==> src/rtl/ct_f_spsram_512x7_ctrl.sv <==
// Initiator-side controller for a 512x7 single-port SRAM macro: post-reset init sweep,
// valid/ready client port, and a two-cycle read response pipeline.
module ct_f_spsram_512x7_ctrl #(
  parameter int unsigned             ADDR_WIDTH = 9,
  parameter int unsigned             DATA_WIDTH = 7,
  parameter int unsigned             DEPTH      = 512,
  parameter logic [DATA_WIDTH-1:0]   INIT_VAL   = '0
) (
  input  logic                  CLK,
  input  logic                  RST,
  input  logic                  init_req,
  output logic                  init_done,
  input  logic                  req_vld,
  output logic                  req_rdy,
  input  logic                  req_wr,
  input  logic [ADDR_WIDTH-1:0] req_addr,
  input  logic [DATA_WIDTH-1:0] req_wdata,
  input  logic [DATA_WIDTH-1:0] req_bwen,
  output logic                  rsp_vld,
  output logic [DATA_WIDTH-1:0] rsp_rdata,
  output logic [ADDR_WIDTH-1:0] sram_A,
  output logic                  sram_CEN,
  output logic                  sram_GWEN,
  output logic [DATA_WIDTH-1:0] sram_WEN,
  output logic [DATA_WIDTH-1:0] sram_D,
  input  logic [DATA_WIDTH-1:0] sram_Q
);

  typedef enum logic {ST_INIT, ST_RUN} state_e;

  localparam logic [ADDR_WIDTH-1:0] LAST = ADDR_WIDTH'(DEPTH - 1);

  state_e                state_q, state_d;
  logic [ADDR_WIDTH-1:0] init_cnt_q, init_cnt_d;
  logic                  init_done_q;
  logic                  rd_p1_q;
  logic                  rsp_vld_q;
  logic [DATA_WIDTH-1:0] rsp_rdata_q;
  logic [ADDR_WIDTH-1:0] a_q;
  logic [DATA_WIDTH-1:0] d_q;
  logic                  hs;

  always_ff @(posedge CLK) begin
    if (RST) begin
      state_q     <= ST_INIT;
      init_cnt_q  <= '0;
      init_done_q <= 1'b0;
      rd_p1_q     <= 1'b0;
      rsp_vld_q   <= 1'b0;
      rsp_rdata_q <= '0;
      a_q         <= '0;
      d_q         <= '0;
    end else begin
      state_q     <= state_d;
      init_cnt_q  <= init_cnt_d;
      init_done_q <= (state_d == ST_RUN);
      rd_p1_q     <= hs && !req_wr;
      rsp_vld_q   <= rd_p1_q;
      if (rd_p1_q) rsp_rdata_q <= sram_Q;
      // Macro pins A/D keep their last driven value on idle cycles.
      a_q         <= sram_A;
      d_q         <= sram_D;
    end
  end

  always_comb begin
    state_d    = state_q;
    init_cnt_d = init_cnt_q;
    unique case (state_q)
      ST_INIT: begin
        if (init_req) begin
          init_cnt_d = '0;
        end else if (init_cnt_q == LAST) begin
          state_d    = ST_RUN;
          init_cnt_d = '0;
        end else begin
          init_cnt_d = init_cnt_q + ADDR_WIDTH'(1);
        end
      end
      ST_RUN: begin
        if (init_req) begin
          state_d    = ST_INIT;
          init_cnt_d = '0;
        end
      end
      default: begin
        state_d    = ST_INIT;
        init_cnt_d = '0;
      end
    endcase
  end

  always_comb begin
    req_rdy   = (state_q == ST_RUN) && !init_req && !RST;
    hs        = req_vld && req_rdy;
    sram_CEN  = 1'b1;
    sram_GWEN = 1'b1;
    sram_WEN  = '1;
    sram_A    = a_q;
    sram_D    = d_q;
    if (!RST && state_q == ST_INIT) begin
      sram_CEN  = 1'b0;
      sram_GWEN = 1'b0;
      sram_WEN  = '0;
      sram_A    = init_cnt_q;
      sram_D    = INIT_VAL;
    end else if (hs) begin
      sram_CEN = 1'b0;
      sram_A   = req_addr;
      if (req_wr) begin
        sram_GWEN = 1'b0;
        sram_WEN  = req_bwen;
        sram_D    = req_wdata;
      end
    end
  end

  assign init_done = init_done_q;
  assign rsp_vld   = rsp_vld_q;
  assign rsp_rdata = rsp_rdata_q;

endmodule

==> config.mk <==
export PLATFORM = sky130hd
export DESIGN_NAME = ct_f_spsram_512x7_ctrl
export DESIGN_NICKNAME = d
export VERILOG_FILES = /design/src/rtl/ct_f_spsram_512x7_ctrl.sv
export SDC_FILE = /design/constraint.sdc
export NUM_CORES = 1
export LEC_CHECK = 0
export BUFFER_PORTS_ARGS = -buffer_cell sky130_fd_sc_hd__clkbuf_2
export CAP_MARGIN = 20
export CORE_MARGIN = 1.5
export CORE_UTILIZATION = 45
export CTS_CLUSTER_DIAMETER = 60
export DETAILED_ROUTE_END_ITERATION = 10
export PLACE_DENSITY = 0.81
export SKIP_LAST_GASP = 1
export SLEW_MARGIN = 30
export SYNTH_ARGS = -nofsm -noshare
export SYNTH_HDL_FRONTEND = slang
export SYNTH_SLANG_ARGS = --single-unit
==> constraint.sdc <==
create_clock -name CLK -period 2.72 [get_ports CLK]
set_clock_uncertainty 0.1 [all_clocks]
set_input_delay 0.272 -clock CLK [delete_from_list [all_inputs] [get_ports CLK]]
set_output_delay 0.272 -clock CLK [all_outputs]
set_load 0.01 [all_outputs]
==> flow_summary.json <==
{
  "status": "finished clean",
  "drv_slew": 0,
  "p_int_mw": 0.742,
  "cts_hold_buffers": 0,
  "drt-pass1-iter-count": 4,
  "dp_hpwl_um": 2620,
  "tightestPinTransition_ns": 0.589,
  "cts.path.max_buffers": 2,
  "clockPowerShare_pct": 36.8,
  "vias": 1631,
  "core_um2": 3630,
  "drt-initial-drc-count": 57,
  "maxCapViolCount": 0,
  "critPathRequiredTime_ns": 2.35,
  "power.density_nw_per_um2": 466,
  "syn_inst": 198,
  "grt_overflow": 0,
  "path_delay_family": "compound AO/OA/AOI/OAI gates",
  "die_x_um": 64.4,
  "drive_above_1_share_pct": 31.2,
  "grt_antenna_before_repair": 0,
  "grt_max_degree": 31,
  "gp_congestion": 0.846,
  "port_buffers": 69,
  "yosys_most_used_dff": "dfxtp_1",
  "switchingPower_mw": 0.242,
  "post_cts_resized": 0,
  "ys_warn_count": 0,
  "syn_to_final_growth_pct": 24.4,
  "static-leakage-power_nw": 0.841,
  "grt_pass1_vias": 1411,
  "final_cell_mix": "clkbuf_2, dfxtp_1, nor2_1, a21oi_1, mux2i_1",
  "diodes": 0,
  "pwr-share-seq_pct": 53.4,
  "irDropWorstVdd_mv": 0.245,
  "seq_area_frac_synth_pct": 41.2,
  "synth_edf_count": 0,
  "die_h_um": 64.4,
  "cp-start-kind": "register",
  "setup_slack_ns": 0.470,
  "wl_per_cell_um": 12.3,
  "finalSetupTns_ns": 0,
  "fp.dieArea_um2": 4150,
  "final.period_utilization_pct": 82.7,
  "cpMaxStageDelayCell": "o21ai_0",
  "worst-r2r-setup-slack_ns": 0.52,
  "rsz0062_at_grt": "false",
  "viasPerCell": 5.30,
  "cts-root-buf": "clkbuf_8",
  "period_minus_slack_ns": 2.25,
  "hold_viol": 0,
  "start_util_pct": 46.8,
  "layout_commonest_cell": "clkbuf_2",
  "cts_buffers": 5,
  "post_cts_buffers": 0,
  "hold_class": "input port to register",
  "path_cells": "buf_4 > nand4bb_1 > o21ai_0 > a21oi_1 > clkbuf_2",
  "clock-sinks": 35,
  "cts_tree": "yes",
  "synth.distinct_cells": 33,
  "p_sw_share_pct": 24.6,
  "synthArstFlopShare_pct": 0,
  "h-tree-depth": 2,
  "slowest_delay_ns": 0.35,
  "grtUsageTotal_pct": 18.8,
  "syn_area_um2": 1700,
  "place_ws_ns": 0.565,
  "layout.nets": 296,
  "cp-end-kind": "primary output",
  "p_comb_share_pct": 9.7,
  "clkSlewWorstSetupHoldPaths_ns": 0.07,
  "critPathMaxFanout": 30,
  "fp-row-count": 22,
  "crit_buf_inv": 2,
  "path_class": "register to primary output",
  "drc": 0,
  "io_pins": 70,
  "setup_viol": 0,
  "slew_headroom_pct": 60.6,
  "crit_arrival_ns": 1.88,
  "ys_ff_latch": 35,
  "grt_first_pass_wirelength_um": 6140,
  "antenna_left": 0,
  "max_freq_mhz": 444,
  "clk_latency_ns": 0.29,
  "wl_um": 3780,
  "syn_area_per_cell_um2": 8.58,
  "syn-num-nets": 235
}
==> power groups by stage <==
stage	Combinational, mW	Sequential [mW]	Clock, mW
after floorplan	0.0581	0.531	0
after global placement	0.0956	0.537	0
after detailed placement	0.0962	0.537	0
after CTS	0.0966	0.526	0.372
after global routing	0.106	0.527	0.392
final	0.0957	0.526	0.363
==> final cells by class <==
class | count | area [um^2]
fill | 351 | 1520
timing repair buffer | 71 | 360
sequential | 35 | 701
clock buffer | 7 | 76.3
clock inverter | 1 | 5.00
tap | 48 | 60.1
inverter | 3 | 11.3
multi-input combinational | 143 | 900
==> cells by family after synthesis <==
logic type                 share of synthesized area (%)
muxes                                               10.6
xor gates and xnor gates                           0.516
and+or+nand+nor                                     18.5
DFF                                                 41.2
AOI/OAI and AO/OA                                   21.9
adders and majority gates                           1.47
buffers and inverters                               5.82
==> layer usage <==
metal | global-route usage [%] | share of wire, %
met4 | 9.31 | 1.9
met1 | 23.1 | 44
met3 | 4.69 | 7.5
met2 | 30.7 | 46
met5 | 0 | 0
==> tightest hold or removal path, cell delays in order <==
cell	delay, ns
clkbuf_2	0.07
mux2i_1	0.05
nor2_1	0.07
==> flip-flops by register name, summed over array words and instances (netlist names) <==
register,count
rsp_vld,1
rd_p1_q,1
a_q,9
init_cnt_q,9
rsp_rdata,7
init_done,1
d_q,7
==> stage by stage <==
stage                     hold WS [ns]  utilization [%]  total power [mW]  std cells  area [um^2]
after global routing             0.120             58.2              1.03        308         2110
after CTS                        0.114             58.2             0.994        308         2110
after floorplan                  0.319                -             0.589        198         1700
after global placement           0.374             55.9             0.633        300         2030
final                            0.120             58.2             0.984        308         2110
after detailed placement         0.385             55.9             0.634        300         2030
==> cell usage after synthesis (2+ instances only) <==
cell type | number | area [um^2]
nor3_1 | 5 | 25.0
a41oi_1 | 2 | 17.5
nand2b_1 | 3 | 18.8
mux2i_1 | 18 | 180
dfxtp_1 | 35 | 701
buf_4 | 2 | 15.0
clkbuf_1 | 12 | 45.0
a21oi_1 | 27 | 135
a211oi_1 | 9 | 67.6
o21a_1 | 7 | 52.6
a22o_1 | 2 | 17.5
a31oi_1 | 3 | 18.8
nand2_1 | 4 | 15.0
buf_6 | 2 | 22.5
inv_1 | 3 | 11.3
ha_1 | 2 | 25.0
o21ai_0 | 9 | 45.0
nor2_1 | 29 | 109
nand3_1 | 10 | 50.1
==> path summary, 6_finish.rpt <==
kind	startpoint	end	cells after the start
setup / recovery	init_done	sram_D[1]	5
hold / removal	sram_Q[6]	rsp_rdata[6]	3
setup reg to reg	init_cnt_q[0]	init_cnt_q[5]	7
hold reg to reg	rsp_rdata[1]	rsp_rdata[1]	2
Power figures use the tool's default switching activity.
